### src/rtl/fft_job_arbiter.sv
// Round-robin arbiter that lends a single FFT core to NREQ requesters, one job at a time,
// with a RUN watchdog that aborts jobs whose core never reports completion.
//
// state | meaning
// IDLE  | no job; searching req from last_gnt+1 for the next owner
// START | owner latched; core_start pulse
// RUN   | waiting for core_done or the watchdog terminal count
// RESP  | rsp_valid/rsp_err pulse to owner; last_gnt updated
module fft_job_arbiter #(
  parameter int NREQ    = 4,
  parameter int TIMEOUT = 64,
  parameter int SELW    = 2
) (
  input  logic            clk,
  input  logic            rst_n,
  input  logic [NREQ-1:0] req,
  input  logic            core_done,
  output logic [NREQ-1:0] gnt,
  output logic [SELW-1:0] sel_idx,
  output logic            core_start,
  output logic [NREQ-1:0] rsp_valid,
  output logic            rsp_err,
  output logic            busy,
  output logic [15:0]     job_count
);

  localparam int TW = $clog2(TIMEOUT);
  localparam logic [TW-1:0] TIMER_LAST = TW'(TIMEOUT - 1);

  typedef enum logic [1:0] {IDLE, START, RUN, RESP} state_t;

  state_t          state_q;
  logic [NREQ-1:0] gnt_q;
  logic [SELW-1:0] sel_idx_q;
  logic [SELW-1:0] last_gnt_q;
  logic            core_start_q;
  logic [NREQ-1:0] rsp_valid_q;
  logic            rsp_err_q;
  logic            busy_q;
  logic [15:0]     job_count_q;
  logic [TW-1:0]   timer_q;

  logic [SELW-1:0] pick_idx_d;
  logic [SELW-1:0] cand_d;
  logic            pick_hit_d;
  logic [NREQ-1:0] pick_gnt_d;

  // Cyclic search starting just after the previous owner; the previous owner is tried last.
  always_comb begin
    pick_idx_d = last_gnt_q;
    cand_d     = last_gnt_q;
    pick_hit_d = 1'b0;
    for (int i = 1; i <= NREQ; i++) begin
      cand_d = SELW'((int'(last_gnt_q) + i) % NREQ);
      if (!pick_hit_d && req[cand_d]) begin
        pick_hit_d = 1'b1;
        pick_idx_d = cand_d;
      end
    end
  end

  assign pick_gnt_d = NREQ'(1) << pick_idx_d;

  always_ff @(posedge clk or negedge rst_n) begin
    if (!rst_n) begin
      state_q      <= IDLE;
      gnt_q        <= '0;
      sel_idx_q    <= '0;
      last_gnt_q   <= SELW'(NREQ - 1);
      core_start_q <= 1'b0;
      rsp_valid_q  <= '0;
      rsp_err_q    <= 1'b0;
      busy_q       <= 1'b0;
      job_count_q  <= '0;
      timer_q      <= '0;
    end else begin
      core_start_q <= 1'b0;
      rsp_valid_q  <= '0;
      rsp_err_q    <= 1'b0;
      case (state_q)
        IDLE: begin
          if (req != '0) begin
            state_q      <= START;
            gnt_q        <= pick_gnt_d;
            sel_idx_q    <= pick_idx_d;
            core_start_q <= 1'b1;
            busy_q       <= 1'b1;
          end
        end
        START: begin
          state_q <= RUN;
          timer_q <= '0;
        end
        RUN: begin
          // done is tested first so it wins over a coincident watchdog expiry
          if (core_done) begin
            state_q     <= RESP;
            rsp_valid_q <= gnt_q;
            rsp_err_q   <= 1'b0;
          end else if (timer_q == TIMER_LAST) begin
            state_q     <= RESP;
            rsp_valid_q <= gnt_q;
            rsp_err_q   <= 1'b1;
          end else begin
            timer_q <= timer_q + TW'(1);
          end
        end
        RESP: begin
          state_q    <= IDLE;
          gnt_q      <= '0;
          busy_q     <= 1'b0;
          last_gnt_q <= sel_idx_q;
          if (!rsp_err_q) job_count_q <= job_count_q + 16'd1;
        end
        default: state_q <= IDLE;
      endcase
    end
  end

  assign gnt        = gnt_q;
  assign sel_idx    = sel_idx_q;
  assign core_start = core_start_q;
  assign rsp_valid  = rsp_valid_q;
  assign rsp_err    = rsp_err_q;
  assign busy       = busy_q;
  assign job_count  = job_count_q;

endmodule

### config.mk
export PLATFORM = sky130hd
export DESIGN_NAME = fft_job_arbiter
export DESIGN_NICKNAME = d
export VERILOG_FILES = /design/src/rtl/fft_job_arbiter.sv
export SDC_FILE = /design/constraint.sdc
export NUM_CORES = 1
export LEC_CHECK = 0
export ABC_AREA = 1
export CAP_MARGIN = 20
export CORE_ASPECT_RATIO = 1.75
export CORE_MARGIN = 2
export CORE_UTILIZATION = 45
export DETAILED_ROUTE_END_ITERATION = 6
export PLACE_DENSITY = 0.72
export SLEW_MARGIN = 40
export SYNTH_ARGS = -nofsm -noshare
export SYNTH_HDL_FRONTEND = slang
export SYNTH_SLANG_ARGS = --single-unit
### constraint.sdc
create_clock -name clk -period 1.7 [get_ports clk]
set_input_delay 0.255 -clock clk [delete_from_list [all_inputs] [get_ports clk]]
set_output_delay 0.255 -clock clk [all_outputs]
set_load 0.02 [all_outputs]
Yosys cells after proc, flatten, opt, wreduce, memory -nomap -nowiden. Index checks and enable logic that the tools add are counted.

Output and inout port bits: 29. Input bits: 7. Word-level logic and storage cells: 79. Register bits after elaboration: 39.

$lt $le $gt $ge: 4. Equality and inequality tests: 8. Reduce and logical (&&, ||, !) cells: 15. Shifts and indexed selects: 1. Bitwise gates (word level): 1. Multiplexer cells: 34. Add/subtract/negate cells: 6.

Operator list (count): $add 16x1->16 const B (1); $mux 4 (4); $mux 2 (7); $mux 1 (13); $lt 2x3->1 const B (4); $mux 6 (2); $pmux 6 s2 (1); $bmux 1 s2 (4); $pmux 2 s4 (1); $pmux 4 s2 (1); $reduce_and 2->1 (4); $add 6x1->6 const B (1); $eq 6x6->1 const B (1); $ne 2x2->1 const B (3); $add 2x1->2 const B (2); $add 2x2->2 const B (2); $eq 2x2->1 const B (2); $reduce_bool 2->1 (2); $reduce_bool 4->1 (1); $shl 1x2->4 const A (1); $logic_and 1x1->1 (3); $logic_not 1->1 (3); $ne 3x3->1 const B (1); $reduce_and 3->1 (1); 4 further kinds (4).

Logic depth before layout (Yosys ltp). Gate-level depths: netlist of run 1.

Word-level depth: 16. Mapped depth: 13. Depth with buffers taken out: 12.

Worst setup path after synthesis of run 1. OpenSTA, ideal clock, no wires.

Path kind: flip-flop to flip-flop. Start: register job_count_q[0], in the netlist job_count[0]. End: register job_count_q[14], in the netlist job_count[14]. Slack: 130 ps. Library setup time: 118 ps. Stages on the path, launching flop included: 9. Arrival time: 1452 ps. Required time: 1582 ps. Path buffers: 0. Period minus slack after synthesis: 1570 ps. Cells stage by stage: dfrtp_1 > ha_1 > nand3_1 > nor2_1 > nand4_1 > nor2_1 > nand3_1 > xor2_1 > inv_1.

Word-level cells in the longest chain between the ends: 1.

Ends and longest elaborated chain: from (decl) (RTL line 40) `logic [15:0] job_count_q;`; from (signal assigned) (RTL line 113) `if (!rsp_err_q) job_count_q <= job_count_q + 16'd1;`; $add 16x1->16 (RTL line 113).

Every way passes these cells. A chain may end at the register's enable or synchronous reset.

Final worst setup path of run 1.
Start: register job_count_q[3], in the netlist job_count[3]. End: output port job_count[3].

RTL lines: to (decl) (RTL line 24) `output logic [15:0] job_count`.

No word-level cell between the ends.

==> out/qor.yml, run 1 <==
startpoint: "job_count[3]$_DFFE_PN0P_"
worst-slew-pin-transition_ps: 500
cts_buffers: 5
antenna_found_initial: 0
pwr-share-seq_pct: 31.3
area_growth_pct: 33.6
dp_hpwl_um: 3200
pwr-share-clk_pct: 14.2
outcome: "finished, final reports clean"
synth_nets: 258
first_pass_iters: 4
postCtsHoldBufs: 0
rrSetupSlack_ps: 70
post-route-drc-count: 0
cp_max_fo: 5
avgRoutedWirePerCell_um: 12.0
switching_share_pct: 43.7
initial_utilization_pct: 46.8
grt_max_degree: 40
die_h_um: 94.0
gp_congestion: 0.815
avgSynthCellArea_um2: 8.53
diodes: 0
power.leakage_nw: 1.34
power.switching_mw: 1.92
path_class: "reg2out"
post_synth_num_cell_types: 31
finClkSkew_ps: 7.27
cts_max_level: 2
layout_commonest_cell: "nand2_1"
ys_warn_count: 0
hold_viol: 0
ir_drop_mv: 1.04
row_count: 32
tritoncts: "done"
p_comb_share_pct: 54.5
final_cell_mix: "64 x nand2_1, 36 x dfrtp_1, 34 x clkdlybuf4s50_1"
maxCapViolCount: 0
fin_crit_sh_pct: 96.9
syn_area_mm2: 0.00208
drt_iter0_markers: 34
viasPerCell: 4.91
cp-end-kind: "primary output"
cellPowerDensity_mw_per_mm2: 1580
p_int_mw: 2.47
die-area_mm2: 0.00521
cts_root_buf: "clkbuf_8"
min_path_type: "in2async"
track_usage_pct: 17.8
place.port_buffers: 35
max_freq_mhz: 607
grt_overflow: 0
clk_path_buf_depth: 2
start_kind: "flip-flop"
max-slew-margin-rel_pct: 66.7
r2r-start: "last_gnt_q[0]$_DFFE_PN1P_"
grt_pass1_wl_um: 7390
rsz0062_at_grt: "true"
core_area_mm2: 0.00444
setup_viol: 0
drive_above_1_share_pct: 22.4
total_power_mw: 4.39
design_area_mm2: 0.00278
synthCells: 244
worst_skew_pair.late_latency_ps: 290
grt_pass1_vias: 1704
die_w_um: 55.4
ys_ff_latch: 39
finalCriticalPeriod_ps: 1650
ant_nets: 0
ios: 36
critPathRequiredTime_ps: 1440
fin_nets: 317
rr_endpoint: "gnt[1]$_DFFE_PN0P_"
maxSlewViolCount: 0
placement.cell_area_mm2: 0.00256
crit_arrival_ps: 1390
dr_total_vias: 1738
clk_pin_slew_worst_paths_ps: 70
seq_area_frac_synth_pct: 47.0
cts_num_sinks: 39
routed_wl_um: 4260
reg2regPathDepth: 12
==> cell families (layout without fill, tap and decap cells) <==
| group | count (synthesis) | count (layout) | synth area share (%) |
|---|---|---|---|
| and+or+nand+nor | 135 | 135 | 31.4 |
| xor gates and xnor gates | 16 | 16 | 6.74 |
| DFF | 39 | 39 | 47.0 |
| buffers and inverters | 30 | 89 | 6.25 |
| AOI/OAI and AO/OA | 17 | 17 | 4.33 |
| adders and majority gates | 7 | 7 | 4.21 |
==> registers in the layout, summed over array words and instances, names as in the netlist <==
signal and flops:
rsp_err 1, rsp_valid 4, gnt 4, last_gnt_q 2, core_start 1, job_count 16, sel_idx 2, state_q 2
busy 1, timer_q 6
==> worst max path at each step <==
stage                                      endpoint
after detailed placement         gnt[1]$_DFFE_PN0P_
after floorplan           job_count[14]$_DFFE_PN0P_
after global routing         timer_q[4]$_DFFE_PN0P_
final                                  job_count[3]
after CTS                        gnt[1]$_DFFE_PN0P_
after global placement           gnt[1]$_DFFE_PN0P_
==> power groups by stage <==
stage               clock network, mW  registers, mW  logic [mW]
finish                          0.623           1.38        2.39
global route                    0.686           1.41        2.68
CTS                             0.643           1.39        2.15
detailed placement                  0           1.41        2.13
global placement                    0           1.40        2.09
floorplan                           0           1.52        1.29
==> worst max-delay path, cell delays in order, from the launching register on <==
cell and delay [ps]:
dfrtp_1 360, buf_4 150, clkdlybuf4s50_1 600
==> layout make-up <==
class / count / area (µm²)
fillers: 377 / 1670
clock buffers: 6 / 82.6
multi-input cells: 175 / 1030
flip-flops and latches: 39 / 980
repair buffers: 53 / 493
inverters: 29 / 121
well taps: 51 / 63.8
clock inverters: 1 / 5.00
==> synthesized netlist by cell type, drive strengths merged <==
library cell | count | share of area, %
nor4 | 1 | 0.30
dfstp | 2 | 2.5
o21ai | 9 | 2.2
a21oi | 6 | 1.4
o21bai | 1 | 0.36
nand4 | 3 | 1.2
nor2 | 27 | 5.8
ha | 7 | 4.2
nand2 | 78 | 16
xor2 | 8 | 3.4
inv | 28 | 5.5
nand3 | 20 | 5.7
o31ai | 1 | 0.36
nor3 | 5 | 1.7
xnor2 | 8 | 3.4
buf | 1 | 0.54
clkinv | 1 | 0.18
and3 | 1 | 0.30
dfrtp | 37 | 44
==> per-stage QoR <==
stage	setup TNS [ps]	worst slack, ps	util (%)	hold WS (ps)	instances
2_1_floorplan	0	130	-	-40.6	244
3_3_place_gp	-5.42	-5.42	57.6	341	340
3_5_place_dp	-60.2	-35.4	57.6	343	340
4_1_cts	0	23.5	59.8	29.7	348
5_1_grt	-317	-71.8	62.5	64.1	354
6_report	0	53.5	62.5	6.08	354
==> layer usage <==
layer  wire, µm  vias to the layer above  share of wire [%]  track usage (%)
met2       2340                       48                 55             31.1
met3        164                       13                3.8             3.17
met4        133                        0                3.1             11.2
li1           -                      889                  -                -
met5          0                        -                  0                0
met1       1620                      788                 38             19.7
==> timing repair <==
item                       in CTS  in global routing
resized for setup               0                 21
setup buffers                   1                  6
pin swaps                       0                 10
setup endpoints to repair       1                 11
Note: power is estimated with default switching activity, not from simulation.
==> run 2: changes to the inputs <==
CORE_UTILIZATION = 52   (was 45)
PLACE_DENSITY = 0.81   (was 0.72)
==> out/qor.yml, run 2 (synthesis gave the netlist of run 1 again) <==
cp-end-kind: "flip-flop"
largest_reg_flops: 16
core_area_mm2: 0.00387
hold_viol: 0
drt_iter0_markers: 35
cts_root_buf: "clkbuf_8"
setup_viol: 5
grt_pass1_wl_um: 7320
area_growth_pct: 42.2
worst_slack_ps: -55.4
die_w_um: 51.8
rrSetupSlack_ps: -60
grt_pass1_vias: 1731
ir_drop_mv: 1.32
r2r-start: "last_gnt_q[0]$_DFFE_PN1P_"
grt_max_degree: 40
outcome: "complete, but fails checks"
cellPowerDensity_mw_per_mm2: 1690
power.leakage_nw: 1.44
dp_hpwl_um: 3310
crit_path_frequent_cell: "nand2_2"
nFillCells: 276
max_freq_mhz: 570
initial_utilization_pct: 53.8
critPathRequiredTime_ps: 1930
gp_congestion: 0.789
postCtsHoldBufs: 0
routed_wl_um: 5160
place.port_buffers: 35
start_kind: "flip-flop"
die-area_mm2: 0.00454
worst_skew_pair.late_latency_ps: 290
max-slew-margin-rel_pct: 67.5
crit_arrival_ps: 1990
reg2regPathDepth: 11
clk_path_buf_depth: 2
viasPerCell: 5.19
crit_path_cell_trace: "buf_6 -> nand2_2 -> nand2_2 -> nand2_1 -> nand2_2 -> nand3_4 -> nand2_4 -> nand2_4 -> nor2_4 -> nand3_1 -> nand2_1"
finClkSkew_ps: 7.39
tritoncts: "done"
cts_max_level: 2
clk_pin_slew_worst_paths_ps: 80
seq_area_um2: 978
die_h_um: 87.7
fin_cells: 362
crit_path_end: "gnt[1]$_DFFE_PN0P_"
first_pass_iters: 4
ios: 36
grt_overflow: 0
track_usage_pct: 21.3
hold_slack_ps: 5.09
avgRoutedWirePerCell_um: 14.3
total_power_mw: 4.99
ant_nets: 0
worst-slew-pin-transition_ps: 487
maxSlewViolCount: 0
dpl.cell_count: 339
cts_buffers: 5
row_count: 30
finalCriticalPeriod_ps: 1760
fin_crit_sh_pct: 103
min_path_type: "in2async"
multi_input_area_mm2: 0.00111
critPathMaxStageDelay_ps: 670
layout_commonest_cell: "nand2_1"
drive_above_1_share_pct: 29.3
cp_max_fo: 5
cts_num_sinks: 39
antenna_found_initial: 0
post-route-drc-count: 0
finalCoreUtilization_pct: 76.5
slowest_stage: "dfstp_2"
dr_total_vias: 1879
startpoint: "last_gnt_q[0]$_DFFE_PN1P_"
diodes: 0
violations: "setup timing"
rr_endpoint: "gnt[1]$_DFFE_PN0P_"
place_ws_ps: -21.1
maxCapViolCount: 0
path_class: "reg2reg"
rsz0062_at_grt: "true"
final_cell_mix: "51 x nand2_1, 37 x dfrtp_1, 34 x clkdlybuf4s50_1"
fin_nets: 327
-- run 2: changes by cell type in the layout (fill, tap and decap cells not counted), sizes merged --
cell    delta
buf       +10
bufinv     +1
clkinv     +1
clkbuf     -1
-- run 2: routing by layer --
metal	GRT usage (%)	up-vias	wire length, µm
li1	-	904	-
met1	22.5	905	1960
met2	40.0	58	2910
met3	3.58	12	191
met4	9.33	0	108
met5	0	-	0
-- run 2: worst min path at each step --
stage | endpoint | slack [ps]
after CTS | job_count[7]$_DFFE_PN0P_ | 20
after floorplan | busy$_DFFE_PN0P_ | -40
after detailed placement | job_count[5]$_DFFE_PN0P_ | 340
final | job_count[5]$_DFFE_PN0P_ | 5
after global placement | job_count[5]$_DFFE_PN0P_ | 330
after global routing | job_count[6]$_DFFE_PN0P_ | 50
-- run 2: power breakdown --
part	switching (mW)	leakage, nW	internal (mW)	total (mW)
registers	0.212	0.513	1.17	1.38
logic	1.64	0.869	1.19	2.83
clock network	0.342	0.0581	0.437	0.779
total	2.20	1.44	2.80	4.99
-- run 2: worst max-delay path, delay by kind of cell (launching register included) --
kind | cells | cell delay [ps]
flops | 1 | 670
buf+inv | 1 | 140
simple gates | 10 | 880
-- run 2: repair_timing --
item,in CTS,in global routing
buffers inserted,0,15
endpoints found under the setup margin,0,12
gates resized for setup,0,48
-- run 2: per-stage QoR --
stage | cell area (µm²) | setup TNS [ps]
global route | 2960 | -921
finish | 2960 | -226
CTS | 2690 | 0
global placement | 2570 | 0
detailed placement | 2570 | -33.9
floorplan | 2080 | 0
-- run 2: final cells by class --
type,count,share of cell area (%)
flip-flops and latches,39,33.1
clock buffers,5,2.33
clock inverters,3,1.48
repair buffers,63,19.4
inverters,29,4.10
multi-input cells,175,37.6
well taps,48,2.03
==> run 3: changes to the inputs <==
CORE_UTILIZATION = 47   (was 52)
PLACE_DENSITY = 0.77   (was 0.81)
clock period = 1.57 ns   (was 1.7 ns; I/O delays follow)
==> out/qor.yml, run 3 (synthesis gave the netlist of run 1 again) <==
viasPerCell: 5.02
p_int_mw: 3.05
cp-end-kind: "flip-flop"
setup_viol: 4
ios: 36
hold_slack_ps: 421
critPathMaxStageDelay_ps: 550
power.switching_mw: 2.26
clk_path_buf_depth: 2
avgRoutedWirePerCell_um: 13.1
max_freq_mhz: 622
die_h_um: 92.0
clk_pin_slew_worst_paths_ps: 80
routed_wl_um: 4910
p_comb_share_pct: 55.4
fin_crit_sh_pct: 102
critPathRequiredTime_ps: 1800
violations: "setup timing"
cp_max_fo: 9
max-slew-margin-rel_pct: 70.1
post-route-drc-count: 0
fin_nets: 337
cts_max_level: 2
cts_root_buf: "clkbuf_8"
cts_num_sinks: 39
antenna_found_initial: 0
pwr-share-clk_pct: 16.2
drt_iter0_markers: 18
cellPowerDensity_mw_per_mm2: 1740
finClkSkew_ps: 5.34
tritoncts: "done"
start_kind: "flip-flop"
drive_above_1_share_pct: 31.2
track_usage_pct: 20.5
grt_overflow: 0
ant_nets: 0
layout_commonest_cell: "nand2_1"
cp_top_family: "simple AND/OR/NAND/NOR gates"
die-area_mm2: 0.00500
power.leakage_nw: 1.67
final_cell_mix: "62 x nand2_1, 36 x dfrtp_1, 35 x buf_4"
row_count: 32
area_growth_pct: 46.5
cts_buffers: 5
grt_max_degree: 22
grt_pass1_wl_um: 7690
finalCoreUtilization_pct: 70.5
worst_slack_ps: -39.0
finalCriticalPeriod_ps: 1610
crit_arrival_ps: 1840
switching_share_pct: 42.6
core_area_mm2: 0.00432
slowest_stage: "dfstp_2"
worst-slew-pin-transition_ps: 449
hold_viol: 0
grt_pass1_vias: 1886
dp_hpwl_um: 3510
worst-path-buf-inv: 3
diodes: 0
initial_utilization_pct: 48.1
ir_drop_mv: 1.24
nFillCells: 318
outcome: "complete, but fails checks"
worst_skew_pair.late_latency_ps: 290
place.port_buffers: 35
largest_reg_flops: 16
gp_congestion: 0.853
first_pass_iters: 4
maxCapViolCount: 0
dr_total_vias: 1882
maxSlewViolCount: 0
die_w_um: 54.3
min_path_type: "in2async"
rsz0062_at_grt: "true"
path_class: "reg2reg"
crit_path_cell_trace: "buf_6 -> inv_8 -> nand2_1 -> nand2_1 -> nand2_2 -> nand2_4 -> inv_4 -> nand3_4 -> nand2_4 -> nand2_4 -> nor2_4 -> nand3_1 -> nand2_1"
pwr-share-seq_pct: 28.3
==> run 3: cell count changes in the layout (fill, tap and decap cells not counted), sizes merged <==
cell           change
clkbuf             +1
dlygate4sd2        +7
dlymetal6s2s      +11
inv                -1
dlygate4sd3        +1
clkdlybuf4s50     -18
buf                +9
==> run 3: worst paths after layout <==
check,from,to,slack (ps),cells after the start
setup / recovery,last_gnt_q[0]$_DFFE_PN1P_,gnt[3]$_DFFE_PN0P_,-40,13
hold / removal,rst_n,job_count[2]$_DFFE_PN0P_,420,2
setup reg to reg,last_gnt_q[0]$_DFFE_PN1P_,gnt[3]$_DFFE_PN0P_,-40,13
hold reg to reg,busy$_DFFE_PN0P_,busy$_DFFE_PN0P_,470,2
max in group asynchronous,rst_n,timer_q[0]$_DFFE_PN0P_,680,3
min in group clk,busy$_DFFE_PN0P_,busy$_DFFE_PN0P_,470,2
==> run 3: repair_timing <==
item / 4_1_cts / 5_1_grt
pin swaps: 5 / 8
hold endpoints to repair: 16 / 0
hold buffers: 1 / 0
setup endpoints to repair: 14 / 29
gates resized for setup: 17 / 37
buffers inserted: 6 / 6
==> run 3: worst register-to-register path: cells and delay by family, from the launching register on <==
| kind | cells | cell delay [ps] |
|---|---|---|
| buffers and inverters | 3 | 230 |
| DFF | 1 | 550 |
| and+or+nand+nor | 10 | 780 |
==> run 3: final cells by class <==
| type | count | area (µm²) | share of cell area [%] |
|---|---|---|---|
| Inverter | 29 | 120 | 3.94 |
| Multi-Input combinational cell | 175 | 1100 | 36.0 |
| Tap cell | 51 | 63.8 | 2.09 |
| Clock inverter | 2 | 35.0 | 1.15 |
| Timing Repair Buffer | 73 | 668 | 21.9 |
| Sequential cell | 39 | 980 | 32.1 |
| Clock buffer | 6 | 82.6 | 2.71 |
==> run 3: power by group through the flow <==
stage	Sequential (mW)	Clock, mW	Combinational (mW)
after CTS	1.46	0.873	2.69
after global routing	1.54	0.917	3.25
after global placement	1.50	0	2.47
after detailed placement	1.51	0	2.53
final	1.51	0.861	2.94
after floorplan	1.65	0	1.39
==> run 3: metal layers <==
layer  share of wire, %  up-vias  GRT usage, %
met5                  0        -             0
met4                1.8        0          8.54
met3                3.4        9          3.26
met2                 58       49          38.8
met1                 37      897          20.3
li1                   -      927             -
==> run 3: through the flow <==
step	instances	cell area, µm²	setup slack (ps)	setup TNS [ps]	total power, mW
3_5_place_dp	354	2680	-92.2	-430	4.04
3_3_place_gp	354	2680	-77.5	-308	3.98
6_report	375	3050	-39.0	-68.3	5.31
2_1_floorplan	244	2080	14.0	0	3.04
5_1_grt	375	3050	-143	-825	5.71
4_1_cts	369	2870	-7.85	-7.85	5.03
